==> src/rtl/seq_tx.sv <==
// Serial pattern transmitter: shifts a loadable bit pattern out LSB first with a companion clock.
// Optional SEQ_TX_REPEAT_EN restarts the frame back to back while start is held at the frame end.
module seq_tx #(
    parameter int MAX_LEN = 64,
    parameter int DIV     = 2
) (
    input  logic       clock,
    input  logic       reset,
    input  logic       load,
    input  logic [7:0] load_data,
    input  logic [6:0] length,
    input  logic       start,
    output logic       dataout,
    output logic       clkout,
    output logic       busy,
    output logic       done
);

    localparam int NBYTES = MAX_LEN / 8;
    localparam int WPTR_W = (NBYTES > 1) ? $clog2(NBYTES) : 1;
    localparam int BIDX_W = $clog2(MAX_LEN);
    localparam int CNT_W  = (DIV > 1) ? $clog2(DIV) : 1;

    localparam logic [6:0]        LEN_MAX   = 7'(MAX_LEN);
    localparam logic [CNT_W-1:0]  CNT_LAST  = CNT_W'(DIV - 1);
    localparam logic [WPTR_W-1:0] WPTR_LAST = WPTR_W'(NBYTES - 1);

    typedef enum logic [1:0] {
        ST_IDLE  = 2'd0,
        ST_SETUP = 2'd1,
        ST_HIGH  = 2'd2
    } state_t;

    state_t              state_r, state_s;
    logic [BIDX_W-1:0]   bidx_r, bidx_s;
    logic [BIDX_W-1:0]   last_r, last_s;
    logic [CNT_W-1:0]    cnt_r, cnt_s;
    logic [MAX_LEN-1:0]  pat_r;
    logic [WPTR_W-1:0]   wptr_r;
    logic                frame_end_s;
    logic                load_ok_s;
    logic                rpt_s;
    logic                dataout_r, clkout_r, busy_r, done_r;
    logic                dataout_s, clkout_s, busy_s, done_s;

`ifdef SEQ_TX_REPEAT_EN
    assign rpt_s = start;
`else
    assign rpt_s = 1'b0;
`endif

    // Loads are only accepted between frames so the pattern is stable while shifting.
    assign load_ok_s = load && (state_r == ST_IDLE);

    // State register: FSM state, bit index, latched last-bit index and phase counter.
    always_ff @(posedge clock or posedge reset) begin
        if (reset) begin
            state_r <= ST_IDLE;
            bidx_r  <= '0;
            last_r  <= '0;
            cnt_r   <= '0;
        end else begin
            state_r <= state_s;
            bidx_r  <= bidx_s;
            last_r  <= last_s;
            cnt_r   <= cnt_s;
        end
    end

    // Next-state logic: frame acceptance, half-bit timing and end-of-frame decision.
    always_comb begin
        state_s     = state_r;
        bidx_s      = bidx_r;
        last_s      = last_r;
        cnt_s       = cnt_r;
        frame_end_s = 1'b0;
        case (state_r)
            ST_IDLE: begin
                if (start && (length != 7'd0) && (length <= LEN_MAX)) begin
                    state_s = ST_SETUP;
                    bidx_s  = '0;
                    last_s  = BIDX_W'(length - 7'd1);
                    cnt_s   = '0;
                end else begin
                    state_s = ST_IDLE;
                end
            end
            ST_SETUP: begin
                if (cnt_r == CNT_LAST) begin
                    state_s = ST_HIGH;
                    cnt_s   = '0;
                end else begin
                    cnt_s = cnt_r + CNT_W'(1);
                end
            end
            ST_HIGH: begin
                if (cnt_r == CNT_LAST) begin
                    cnt_s = '0;
                    if (bidx_r != last_r) begin
                        bidx_s  = bidx_r + BIDX_W'(1);
                        state_s = ST_SETUP;
                    end else if (rpt_s) begin
                        bidx_s  = '0;
                        state_s = ST_SETUP;
                    end else begin
                        bidx_s      = '0;
                        state_s     = ST_IDLE;
                        frame_end_s = 1'b1;
                    end
                end else begin
                    cnt_s = cnt_r + CNT_W'(1);
                end
            end
            default: begin
                state_s = ST_IDLE;
                bidx_s  = '0;
                cnt_s   = '0;
            end
        endcase
    end

    // Output decode from the next state so the registered pins line up with the state change.
    always_comb begin
        dataout_s = 1'b0;
        clkout_s  = 1'b0;
        busy_s    = 1'b0;
        done_s    = frame_end_s;
        case (state_s)
            ST_IDLE: begin
                dataout_s = 1'b0;
                clkout_s  = 1'b0;
                busy_s    = 1'b0;
            end
            ST_SETUP: begin
                dataout_s = pat_r[bidx_s];
                clkout_s  = 1'b0;
                busy_s    = 1'b1;
            end
            ST_HIGH: begin
                dataout_s = pat_r[bidx_s];
                clkout_s  = 1'b1;
                busy_s    = 1'b1;
            end
            default: begin
                dataout_s = 1'b0;
                clkout_s  = 1'b0;
                busy_s    = 1'b0;
            end
        endcase
    end

    // Output registers.
    always_ff @(posedge clock or posedge reset) begin
        if (reset) begin
            dataout_r <= 1'b0;
            clkout_r  <= 1'b0;
            busy_r    <= 1'b0;
            done_r    <= 1'b0;
        end else begin
            dataout_r <= dataout_s;
            clkout_r  <= clkout_s;
            busy_r    <= busy_s;
            done_r    <= done_s;
        end
    end

    // Pattern buffer byte writes.
    always_ff @(posedge clock or posedge reset) begin
        if (reset) begin
            pat_r <= '0;
        end else if (load_ok_s) begin
            pat_r[{wptr_r, 3'b000} +: 8] <= load_data;
        end else begin
            pat_r <= pat_r;
        end
    end

    // Write pointer: advances per accepted byte, rewinds when a frame finishes.
    always_ff @(posedge clock or posedge reset) begin
        if (reset) begin
            wptr_r <= '0;
        end else if (frame_end_s) begin
            wptr_r <= '0;
        end else if (load_ok_s) begin
            wptr_r <= (wptr_r == WPTR_LAST) ? '0 : wptr_r + WPTR_W'(1);
        end else begin
            wptr_r <= wptr_r;
        end
    end

    assign dataout = dataout_r;
    assign clkout  = clkout_r;
    assign busy    = busy_r;
    assign done    = done_r;

endmodule

==> config.mk <==
export PLATFORM = sky130hd
export DESIGN_NAME = seq_tx
export DESIGN_NICKNAME = d
export VERILOG_FILES = /design/src/rtl/seq_tx.sv
export SDC_FILE = /design/constraint.sdc
export NUM_CORES = 1
export LEC_CHECK = 0
export ABC_AREA = 0
export CAP_MARGIN = 20
export CORE_UTILIZATION = 51
export CTS_CLUSTER_SIZE = 16
export DETAILED_ROUTE_END_ITERATION = 6
export DONT_BUFFER_PORTS = 1
export GPL_TIMING_DRIVEN = 0
export PLACE_DENSITY = 0.66
export SYNTH_ARGS = -nofsm -noshare
export SYNTH_HDL_FRONTEND = slang
export SYNTH_SLANG_ARGS = --single-unit
==> constraint.sdc <==
create_clock -name clock -period 5.08 [get_ports clock]
set_input_delay 1.524 -clock clock [delete_from_list [all_inputs] [get_ports clock]]
set_output_delay 1.524 -clock clock [all_outputs]
set_load 0.005 [all_outputs]
# Yosys cells after proc, flatten, opt, wreduce, memory -nomap -nowiden
# Cells that the tools add are included.
# word_totals
regBits,86
in_bits,19
word_cells,59
out_inout_bits,4
# op_classes
order_cmp,2
n_eq_ne,7
n_mux,24
addsub,5
shifts,2
reduce_logical,9
# op_table
op,count
64-bit bitwise mux,1
8-bit by 8-bit variable shift with 64-bit output (first input constant),1
8-bit by 8-bit indexed part select with 64-bit output,1
6-bit two-way mux,3
6-bit one-hot mux with 3 select lines,1
1-bit two-way mux,11
3-bit two-way mux,3
6-bit negation with 8-bit output,1
7-bit <= comparator (second input constant),1
6-bit by 7-bit < comparator with 1-bit output (second input constant),1
7-bit nonzero test,1
6-bit by 1-bit adder with 6-bit output (second input constant),1
1-bit binary-select mux with 6-bit select,1
6-bit != test,1
2-bit one-hot mux with 3 select lines,1
6-bit by 1-bit subtractor with 6-bit output (second input constant),1
2-bit by 1-bit equality test with 1-bit output (second input constant),2
2-bit equality test (second input constant),2
2-bit two-way mux,2
2-bit OR reduction,2
3-bit by 1-bit adder with 3-bit output (second input constant),1
3-bit equality test (second input constant),1
1-bit logical AND,3
2-bit zero test,1
5 further kinds,5

# Longest topological paths before layout
# logic_depth
ltp_word,8
ltp_mapped,15
mapped_depth_nobuf,13

# Least setup slack after synthesis
# Ideal clock, no wire load.
# synth_path
path_type,input to register
start,input port length[0]
end,register dataout_r (netlist: dataout)
slack_ns,1.101
required_time_ns,4.981
n_path_buf,1
setup_time_ns,0.099
arrival_time_ns,3.879
stages,11
cell_sequence,inv_1 > ha_1 > nor3b_4 > mux2_4 > a21o_1 > a311o_1 > buf_2 > or4_1 > o21ai_1 > nor3_1 > a311oi_1
# synth_between
elab_chain_len,8
elab_cells_between_ends,14
cone_classes,order compare (1); eq/ne (2); mux (7); reduce/logical (4)
# synth_rtl
item,line_no,text
"start, declared",11,"input logic [6:0] length,"
branches (longest 2 deep; another with 7-bit <= comparator),n/a,
1-bit logical AND (*),79,if (start && (length != 7'd0) && (length <= LEN_MAX)) begin
6-bit two-way mux (*),79,
6-bit one-hot mux with 3 select lines (*),77,case (state_r)
named net bidx_s[4],35,"logic [BIDX_W-1:0] bidx_r, bidx_s;"
1-bit binary-select mux with 6-bit select (*),"135, 140",
1-bit two-way mux (not written as such) (*),"135, 140",
1-bit two-way mux (*),n/a,
named net dataout_s,44,"logic dataout_s, clkout_s, busy_s, done_s;"
"end signal, assigned",160,dataout_r <= dataout_s;
"end, declared",43,"logic dataout_r, clkout_r, busy_r, done_r;"
# Mark *: on every way through the listed nets, which the timed path passes. The select of a mux whose other input is x is not followed.
# A chain may end at the register's enable or synchronous reset.

# Worst setup path in the final report
# layout_path
start,input port length[0]
end,register dataout_r (netlist: dataout)
# layout_between
elab_chain_len,8
elab_cells_between_ends,14
cone_classes,order compare (1); eq/ne (2); mux (7); reduce/logical (4)
# layout_rtl
item,line_no
branches (longest 2 deep; another with 7-bit <= comparator),n/a
1-bit logical AND (*),79
6-bit two-way mux or 1-bit two-way mux (tied branches),79
6-bit one-hot mux with 3 select lines or 2-bit one-hot mux with 3 select lines (tied branches),77
"1-bit binary-select mux with 6-bit select, or another cell as far along","135, 140"
1-bit two-way mux (not written as such) or 2-bit OR reduction (tied branches),n/a
1-bit two-way mux (*),n/a
named net dataout_s,44
# Marked as above.

==> impl_metrics.env <==
export IMPL_outcome="complete, no violations"
export IMPL_first_iter_violations=246
export IMPL_syn_avg_cell_area_um2=9.69
export IMPL_ys_seq_area_share_pct=48.6
export IMPL_clk_pin_slew_ns=0.09
export IMPL_p_total_mw=1.25
export IMPL_critical_path_top_delay_family="compound AO/OA/AOI/OAI gates"
export IMPL_ys_types=59
export IMPL_dp_cells=564
export IMPL_cp_cell_sequence="inv_1 > ha_1 > nor3b_4 > mux2_4 > a211oi_2 > a21oi_2 > buf_2 > a31oi_1 > a22oi_1 > o22ai_1 > o31ai_1 > a21oi_1 > a311oi_1"
export IMPL_routed_via_density=6.08
export IMPL_numCtsBuffers=9
export IMPL_use_met3_pct=4.23
export IMPL_initial_core_util_pct=53.4
export IMPL_gp_congestion=0.925
export IMPL_drv_cap=0
export IMPL_antenna_left=0
export IMPL_ys_warn_count=0
export IMPL_finalHoldViolCount=0
export IMPL_portBuffers=0
export IMPL_min_period_ns=4.13
export IMPL_ys_ff_latch=86
export IMPL_tightest_slew_ns=1.03
export IMPL_required_ns=5.32
export IMPL_clock_latency_ns=0.37
export IMPL_cts_setup_buffers=0
export IMPL_die_y_um=95.2
export IMPL_routedWlPerCell_um=18.6
export IMPL_cp_slowest_stage_delay_ns=0.51
export IMPL_cp_slowest_cell="a21oi_2"
export IMPL_track_usage_pct=26.4
export IMPL_design_die_area_um2=9060
export IMPL_dp_hpwl_um=7800
export IMPL_grt_most_used_layer="met2"
export IMPL_num_vias=3527
export IMPL_first_global_vias=3458
export IMPL_max_freq_ghz=0.242
export IMPL_die_w_um=95.2
export IMPL_cts_buffer_depth=2
export IMPL_final_cells=580
export IMPL_finalSetupViolCount=0
export IMPL_use_met1_pct=34.6
export IMPL_setup_worst_path_class="in -> reg"
export IMPL_antenna_found_initial=0
export IMPL_end_kind="flop"
export IMPL_drc_errors=0
export IMPL_min_path_type="reg -> reg"
export IMPL_cts_root_buf="clkbuf_8"
export IMPL_power_density_nw_per_um2=260
export IMPL_synth_top_cell_by_area="dfrtp_1"
export IMPL_fin_tns_setup_ns=0
export IMPL_cts_tree="done"
export IMPL_fill_cells=719
export IMPL_ir_drop_v=0.000216
export IMPL_yosysMostFrequentCell="nand2_1"
export IMPL_overflow=0
export IMPL_grt_use_met2_pct=42.4
export IMPL_syn_inst=457
export IMPL_yosysTopAreaCellShare_pct=48.6
export IMPL_async_reset_ff_share_pct=100
export IMPL_firstDrtPassIters=5
export IMPL_ys_flop_type="dfrtp_1"
export IMPL_netlist_area_um2=4430
export IMPL_grt_setup_unrepaired="no"
export IMPL_post_cts_resized=0
export IMPL_clock_sinks=86
export IMPL_grt_start_max_net_pins=45
export IMPL_worstPathMaxFanout=10
export IMPL_critical_path_arrival_ns=4.37
export IMPL_synthTopCellsByCount="nand2_1, dfrtp_1, o21ai_0"
export IMPL_path_buf_inv=2
export IMPL_post_route_period_util_pct=81.3
export IMPL_fin_skew_ns=0.0106
export IMPL_synth_edf_count=0
export IMPL_final_nets=503
export IMPL_core_area_um2=8300
export IMPL_syn_nets=490
export IMPL_max_slew_margin_pct=31.0
export IMPL_routed_wl_um=10800
export IMPL_area_growth_pct=8.70
export IMPL_cts_htree_levels=3
export IMPL_rows=33
export IMPL_ctsHoldBuffers=0
export IMPL_drive_gt1_share_pct=11.8
export IMPL_slew_viol_final=0
export IMPL_grt_pass1_wl_um=17500
export IMPL_cp_start_kind="input pin"
export IMPL_ios=23
export IMPL_diodes=0
export IMPL_synth_area_leaders="dfrtp_1, nand2_1, o21ai_0"
export IMPL_p_leak_nw=2.16
==> layout by cell type, fill, tap and decap left out, types with 11 or more instances in the layout <==
cell type	instances
mux2_2	20
nand2_1	90
nor2_1	18
dfrtp_1	86
inv_1	17
clkbuf_1	12
o21ai_0	52
a21oi_1	19
ha_1	14
a221oi_1	11
==> stage by stage <==
stage | area (um^2) | hold slack [ns] | setup slack (ns) | util [%]
2_1_floorplan | 4430 | 0.444 | 1.10 | -
3_3_place_gp | 4560 | 0.461 | 0.478 | 55.0
3_5_place_dp | 4590 | 0.470 | 0.614 | 55.3
4_1_cts | 4810 | 0.489 | 0.980 | 58.0
5_1_grt | 4810 | 0.512 | 0.817 | 58.0
6_report | 4810 | 0.481 | 0.950 | 58.0
==> final cells by class <==
type                            count  area, um^2  share of cell area, %
Buffer                             20         108                   2.23
Clock buffer                       11         141                   2.94
Clock inverter                      5        82.6                   1.72
Inverter                           20        77.6                   1.61
Multi-Input combinational cell    331        2090                   43.5
Sequential cell                    86        2150                   44.7
Tap cell                          105         131                   2.73
Timing Repair Buffer                2        27.5                  0.572
==> sequential cells by signal, indices dropped and copies added, names as in the netlist <==
signal,cells
bidx_r,6
done,1
clkout,1
last_r,6
dataout,1
wptr_r,3
busy,1
pat_r,64
cnt_r,1
state_r,2
==> worst paths after layout <==
check | endpoint | slack, ns | startpoint | cells after the start
max in group asynchronous | pat_r[23] | 3.38 | reset | 2
hold / removal | pat_r[8] | 0.48 | pat_r[8] | 2
setup / recovery | dataout | 0.95 | length[0] | 13
setup reg to reg | dataout | 1.67 | state_r[0] | 13
hold reg to reg | pat_r[8] | 0.48 | pat_r[8] | 2
min in group asynchronous | wptr_r[1] | 1.07 | reset | 1
==> where the power goes <==
part	total, mW	switching, mW	internal, mW	leakage, nW
sequential	0.684	0	0.684	1.17
combinational	0.0230	0.0164	0.00666	0.878
clock	0.543	0.252	0.291	0.113
total	1.25	0.268	0.982	2.16
==> per-layer routing <==
layer | share of wire, % | wire (um)
met5 | 0 | 0
met2 | 47 | 5020
met1 | 45 | 4840
met3 | 5.3 | 569
met4 | 3.2 | 344
==> kinds of logic after synthesis <==
family	Yosys count	synth area share (%)
compound gates	123	17.5
xor+xnor	11	2.18
fa+ha+maj	14	3.95
buf+inv	40	4.12
flops	86	48.6
mux	31	7.68
simple gates	152	16.0
==> worst reg2reg max path, cell delays in order, from the launching register on <==
cell and delay [ns]:
dfrtp_1 0.41, inv_1 0.11, ha_1 0.15, clkbuf_1 0.29, a21o_1 0.22, a211oi_2 0.07
a21oi_2 0.51, buf_2 0.35, a31oi_1 0.12, a22oi_1 0.22, o22ai_1 0.12, o31ai_1 0.26
a21oi_1 0.09, a311oi_1 0.38
Note: power is estimated with default switching activity, not from simulation.
